**src/rtl/program_memory.sv**
```systemverilog
// rtl/program_memory.sv - 16-bit program memory with a byte-stream image loader
module program_memory #(
    parameter int PC_WIDTH = 8
) (
    input  logic                clock,
    input  logic                reset,
    input  logic [PC_WIDTH-1:0] PC,
    output logic [15:0]         PM_data,
    input  logic                load_start,
    input  logic                load_valid,
    input  logic [7:0]          load_byte,
    input  logic                load_last,
    output logic                load_ready,
    output logic                cpu_hold,
    output logic                load_done,
    output logic                load_error,
    output logic [PC_WIDTH:0]   word_count
);

    localparam int DEPTH = 1 << PC_WIDTH;
    localparam logic [PC_WIDTH:0] FULL_COUNT = (PC_WIDTH + 1)'(DEPTH);

    typedef enum logic [1:0] {
        IDLE    = 2'd0,
        LOAD_HI = 2'd1,
        LOAD_LO = 2'd2,
        DONE    = 2'd3
    } state_t;

    logic [15:0] mem [DEPTH];

    state_t              state_q, state_d;
    logic [7:0]          hi_q, hi_d;
    logic [PC_WIDTH:0]   count_q, count_d;
    logic                error_q, error_d;
    logic                ready_q, ready_d;
    logic                hold_q, hold_d;
    logic                done_q, done_d;
    logic [15:0]         pm_data_q;

    logic                accept;
    logic                full;
    logic                we;
    logic [15:0]         wdata;
    logic [PC_WIDTH-1:0] waddr;

    assign accept = load_valid && ready_q;
    assign full   = (count_q == FULL_COUNT);
    // Writes always go to the next free slot; the full check keeps them from wrapping.
    assign waddr  = count_q[PC_WIDTH-1:0];

    // Next-state logic: byte packing, word counting and error tracking; outputs are pre-computed from the next state so they come out registered.
    always_comb begin
        state_d = state_q;
        hi_d    = hi_q;
        count_d = count_q;
        error_d = error_q;
        we      = 1'b0;
        wdata   = 16'h0000;
        case (state_q)
            IDLE: begin
                if (load_start) begin
                    state_d = LOAD_HI;
                    count_d = '0;
                    error_d = 1'b0;
                end
            end
            LOAD_HI: begin
                if (accept) begin
                    hi_d = load_byte;
                    if (full) begin
                        error_d = 1'b1;
                    end
                    if (load_last) begin
                        // Odd byte count: the lone high byte becomes a word padded with zero.
                        if (!full) begin
                            we      = 1'b1;
                            wdata   = {load_byte, 8'h00};
                            count_d = count_q + 1'b1;
                        end
                        error_d = 1'b1;
                        state_d = DONE;
                    end else begin
                        state_d = LOAD_LO;
                    end
                end
            end
            LOAD_LO: begin
                if (accept) begin
                    if (full) begin
                        error_d = 1'b1;
                    end else begin
                        we      = 1'b1;
                        wdata   = {hi_q, load_byte};
                        count_d = count_q + 1'b1;
                    end
                    state_d = load_last ? DONE : LOAD_HI;
                end
            end
            DONE: begin
                state_d = IDLE;
            end
            default: begin
                state_d = IDLE;
            end
        endcase
        ready_d = (state_d == LOAD_HI) || (state_d == LOAD_LO);
        hold_d  = (state_d != IDLE);
        done_d  = (state_d == DONE);
    end

    // Loader state register with synchronous reset; reset discards any half-assembled word.
    always_ff @(posedge clock) begin
        if (reset) begin
            state_q <= IDLE;
            hi_q    <= 8'h00;
            count_q <= '0;
            error_q <= 1'b0;
            ready_q <= 1'b0;
            hold_q  <= 1'b0;
            done_q  <= 1'b0;
        end else begin
            state_q <= state_d;
            hi_q    <= hi_d;
            count_q <= count_d;
            error_q <= error_d;
            ready_q <= ready_d;
            hold_q  <= hold_d;
            done_q  <= done_d;
        end
    end

    // Memory array: no reset so contents survive a reset; a write during reset is suppressed.
    always_ff @(posedge clock) begin
        if (we && !reset) begin
            mem[waddr] <= wdata;
        end
    end

    // Registered fetch port; reads see the contents from before any same-cycle write.
    always_ff @(posedge clock) begin
        if (reset) begin
            pm_data_q <= 16'h0000;
        end else begin
            pm_data_q <= mem[PC];
        end
    end

    assign PM_data    = pm_data_q;
    assign load_ready = ready_q;
    assign cpu_hold   = hold_q;
    assign load_done  = done_q;
    assign load_error = error_q;
    assign word_count = count_q;

endmodule

```
**config.mk**
```make
export PLATFORM = sky130hd
export DESIGN_NAME = program_memory
export DESIGN_NICKNAME = d
export VERILOG_FILES = /design/src/rtl/program_memory.sv
export SDC_FILE = /design/constraint.sdc
export NUM_CORES = 2
export LEC_CHECK = 0
export ABC_CLOCK_PERIOD_IN_PS = 10700
export BUFFER_PORTS_ARGS = -buffer_cell sky130_fd_sc_hd__buf_2
export CAP_MARGIN = 20
export CORE_UTILIZATION = 45
export CTS_CLUSTER_DIAMETER = 50
export DETAILED_ROUTE_END_ITERATION = 10
export GPL_ROUTABILITY_DRIVEN = 1
export SETUP_SLACK_MARGIN = 0.1
export SLEW_MARGIN = 10
export SYNTH_ARGS = -nofsm -noshare
export SYNTH_HDL_FRONTEND = slang
export SYNTH_SLANG_ARGS = --single-unit
export TNS_END_PERCENT = 1
```
**constraint.sdc**
```tcl
create_clock -name clock -period 10.7 [get_ports clock]
set_clock_uncertainty 0.1 [all_clocks]
set_input_delay 2.14 -clock clock [delete_from_list [all_inputs] [get_ports clock]]
set_output_delay 2.14 -clock clock [all_outputs]
set_load 0.05 [all_outputs]
```
==> run_results.csv <==
group,metric,value,unit
floorplanning,die_h,600.0,um
route,vias_per_cell,6.117,
yosys,syn-instance-count,7468,
yosys,ys.flop_type,"edfxtp_1",
power_and_ir_drop,combPwrFrac,0.030,
floorplanning,ios,50,
critical_path,critPathKind,"input port to flop",
hold_path,whs_path_depth,2,
route,firstDrtPassIters,8,
route,drcViolationCount,4,
cells_and_area,mostFrequentLayoutCells,"edfxtp_1 (4096), mux4_2 (686), mux2i_1 (477)",
yosys,ys_ff_latch,4135,
grt,overflow,0,
grt,grt_usage,0.2407,
power_and_ir_drop,irDropWorstVdd,0.1420,mV
power_and_ir_drop,power_frac_seq,0.515,
cts,cts-root-buf,"clkbuf_16",
critical_path,worstPathMaxFanout,120,
status,violations,"design-rule violations",
critical_path,crit_end,"PM_data[4]",
critical_path,r2r_start,"word_count[2]",
yosys,synth_edf_count,4096,
cts,cts.sinks,4135,
floorplanning,core_area,355900,um^2
power_and_ir_drop,p_int,26910,uW
cells_and_area,drive_gt1_frac,0.2329,
cells_and_area,nets,7970,
cts,clk_latency,1.01,ns
critical_path,rrSetupSlack,5.50,ns
yosys,avgSynthCellArea,21.54,um^2
timing,hold_viol,0,
floorplanning,fp-row-count,219,
critical_path,worstRegToRegCells,9,
cts,ctsHoldBuffers,0,
cts,cts_tree,"yes",
critical_path,startpoint,"PC[1]",
cells_and_area,final_common_cell,"edfxtp_1",
yosys,async_flop_share,0,
critical_path,critPathArrivalTime,6.70,ns
cts,cts.path.max_buffers,4,
cts,post_cts_buffers,0,
timing,worst_pin_slew,1.317,ns
timing,setup_viol,0,
yosys,synth_compound_area_frac,0.03547,
yosys,synth_xor_area_frac,0.0004355,
critical_path,timing.rr.end,"mem[233][7]",
route,routed-via-count,79980,
cells_and_area,fillers,27760,
cts,clkSlewWorstSetupHoldPaths,0.06,ns
critical_path,worstSetupEndpointType,"flop",
timing,max_freq,170.5,MHz
grt,antenna_found_initial,18,
yosys,synth.distinct_cells,89,
yosys,synth.area.mux_share,0.1512,
power_and_ir_drop,swShare,0.2103,
status,status,"complete, but fails checks",
yosys,yosysSeqAreaShare,0.7693,
yosys,synth_area,160900,um^2
grt,grt_pass1_wl,613500,um
floorplanning,start_util,0.4520,
cts,ctsResizeCount,0,
power_and_ir_drop,leakagePower,0.04866,uW
placed_design,gp_congestion,0.8523,
timing,rsz0062_at_grt,"false",
timing,maxSlewViolCount,0,
yosys,yosys_warnings,0,
grt,grt_max_degree,201,
hold_path,worstHoldPathType,"flop to flop",
timing,post-route-period-util,0.5482,
critical_path,cp_data_required_time,11.53,ns
route,wire_per_inst,33.25,um
hold_path,min_from,"hi_q[0]",
yosys,synth-adder-area-share,0.0007777,
flow_run,drv_cap,0,
floorplanning,chipWidth,600.0,um
cells_and_area,area_delta_synth_final,13.31,%
power_and_ir_drop,pwr-share-clk,0.455,
timing,fin_tns_setup,0,ns
yosys,syn_nets,7499,
placed_design,place_area,167400,um^2
cts,cts_htree_levels,5,
cts,cts_buffers,447,
route,ant_nets,0,
timing,relSlewSlack,0.1223,
yosys,synth_top_family_by_area,"multiplexers",
yosys,synth_simple_gate_area_share,0.02030,
placed_design,io_buffer_count,49,
cells_and_area,finalInstanceArea,182300,um^2
critical_path,start_kind,"input port",
floorplanning,dieArea,359900,um^2
power_and_ir_drop,p_sw,7166,uW
route,drt_iter0_drc,9372,
timing,fin_crit,5.866,ns
power_and_ir_drop,powerDensity,186.9,nW/um^2
route,wirelength,434700,um
placed_design,dp_hpwl,256900,um
grt,grt_pass1_vias,79940,
## power by group through the flow
| stage | Clock (uW) | Combinational, uW | Sequential (uW) |
|---|---|---|---|
| finish | 15500 | 1010 | 17600 |
| floorplan | 0 | 649 | 17900 |
| global placement | 0 | 1010 | 17900 |
| detailed placement | 0 | 1020 | 17900 |
| global route | 16300 | 1050 | 17600 |
| CTS | 15700 | 1020 | 17600 |
## critical path: stages
cell	delay (ns)
buf_8	0.36
buf_12	0.55
nand2b_4	0.38
buf_12	0.33
o221ai_1	0.37
o22ai_1	0.13
o21ai_0	0.58
nand4_1	0.62
or3_1	0.68
o21ai_1	0.12
## cells by family (layout without fill, tap and decap cells)
family / Yosys count / after routing
other: 0 / 13
flip-flops: 4135 / 4135
multiplexers: 1320 / 1320
buffers and inverters: 458 / 1301
AO/OA/AOI/OAI: 802 / 802
adder cells (fa/ha/maj): 10 / 10
XOR/XNOR: 8 / 8
AND/OR/NAND/NOR: 735 / 735
## state kept, by name, summed over array words and instances (netlist names)
name and count:
mem 4096, PM_data 16, word_count 9, load_ready 1
hi_q 8, load_error 1, cpu_hold 1, load_done 1
state_q 2
## final cells by class
cell class | count | area, um^2 | area share
sequential | 4135 | 123800 | 0.6789
multi-input combinational | 2875 | 33820 | 0.1855
clock buffer | 520 | 11570 | 0.06348
tap | 4751 | 5944 | 0.03261
timing repair buffer | 468 | 3874 | 0.02125
clock inverter | 301 | 3242 | 0.01778
inverter | 12 | 52.55 | 0.0002882
antenna | 13 | 32.53 | 0.0001784
## through the flow
stage	hold WS (ns)	util	power, uW	worst slack [ns]	cells
4_1_cts	0.3571	0.5120	34270	4.904	13060
2_1_floorplan	0.3368	-	18570	0.7153	7468
3_5_place_dp	0.3496	0.4704	18920	3.860	12240
5_1_grt	0.3843	0.5121	34920	4.742	13070
6_report	0.3580	0.5122	34070	4.834	13080
3_3_place_gp	0.3443	0.4697	18910	3.089	12220
## worst min-delay path by stage
stage              end  slack (ns)
2_1_floorplan  hi_q[0]        0.34
3_3_place_gp   hi_q[0]        0.34
3_5_place_dp   hi_q[6]        0.35
4_1_cts        hi_q[6]        0.36
5_1_grt        hi_q[0]        0.38
6_report       hi_q[0]        0.36
## routing by layer
metal | share of wire | global-route usage | up-vias
met5 | 0 | 0 | -
met4 | 0.036 | 0.08044 | 0
met3 | 0.076 | 0.03877 | 656
met2 | 0.48 | 0.3910 | 3509
met1 | 0.40 | 0.3337 | 43120
li1 | - | - | 32690
## synthesized netlist by cell type (all sizes together), types with 14 or more instances
cell type | n | area share
dfxtp | 39 | 0.0049
clkbuf | 143 | 0.0047
nor2 | 346 | 0.0081
o221ai | 198 | 0.011
nand2 | 169 | 0.0039
a22oi | 64 | 0.0030
o211ai | 15 | 0.00070
a211oi | 32 | 0.0015
mux2i | 477 | 0.030
o22ai | 133 | 0.0052
a221oi | 14 | 0.00076
o21ai | 78 | 0.0024
a31oi | 22 | 0.00086
edfxtp | 4096 | 0.76
nand3 | 47 | 0.0015
a21oi | 147 | 0.0046
mux4 | 842 | 0.12
nand4 | 18 | 0.00070
nor3 | 68 | 0.0021
a22o | 18 | 0.00098
buf | 301 | 0.017
Power figures use the tool's default switching activity.
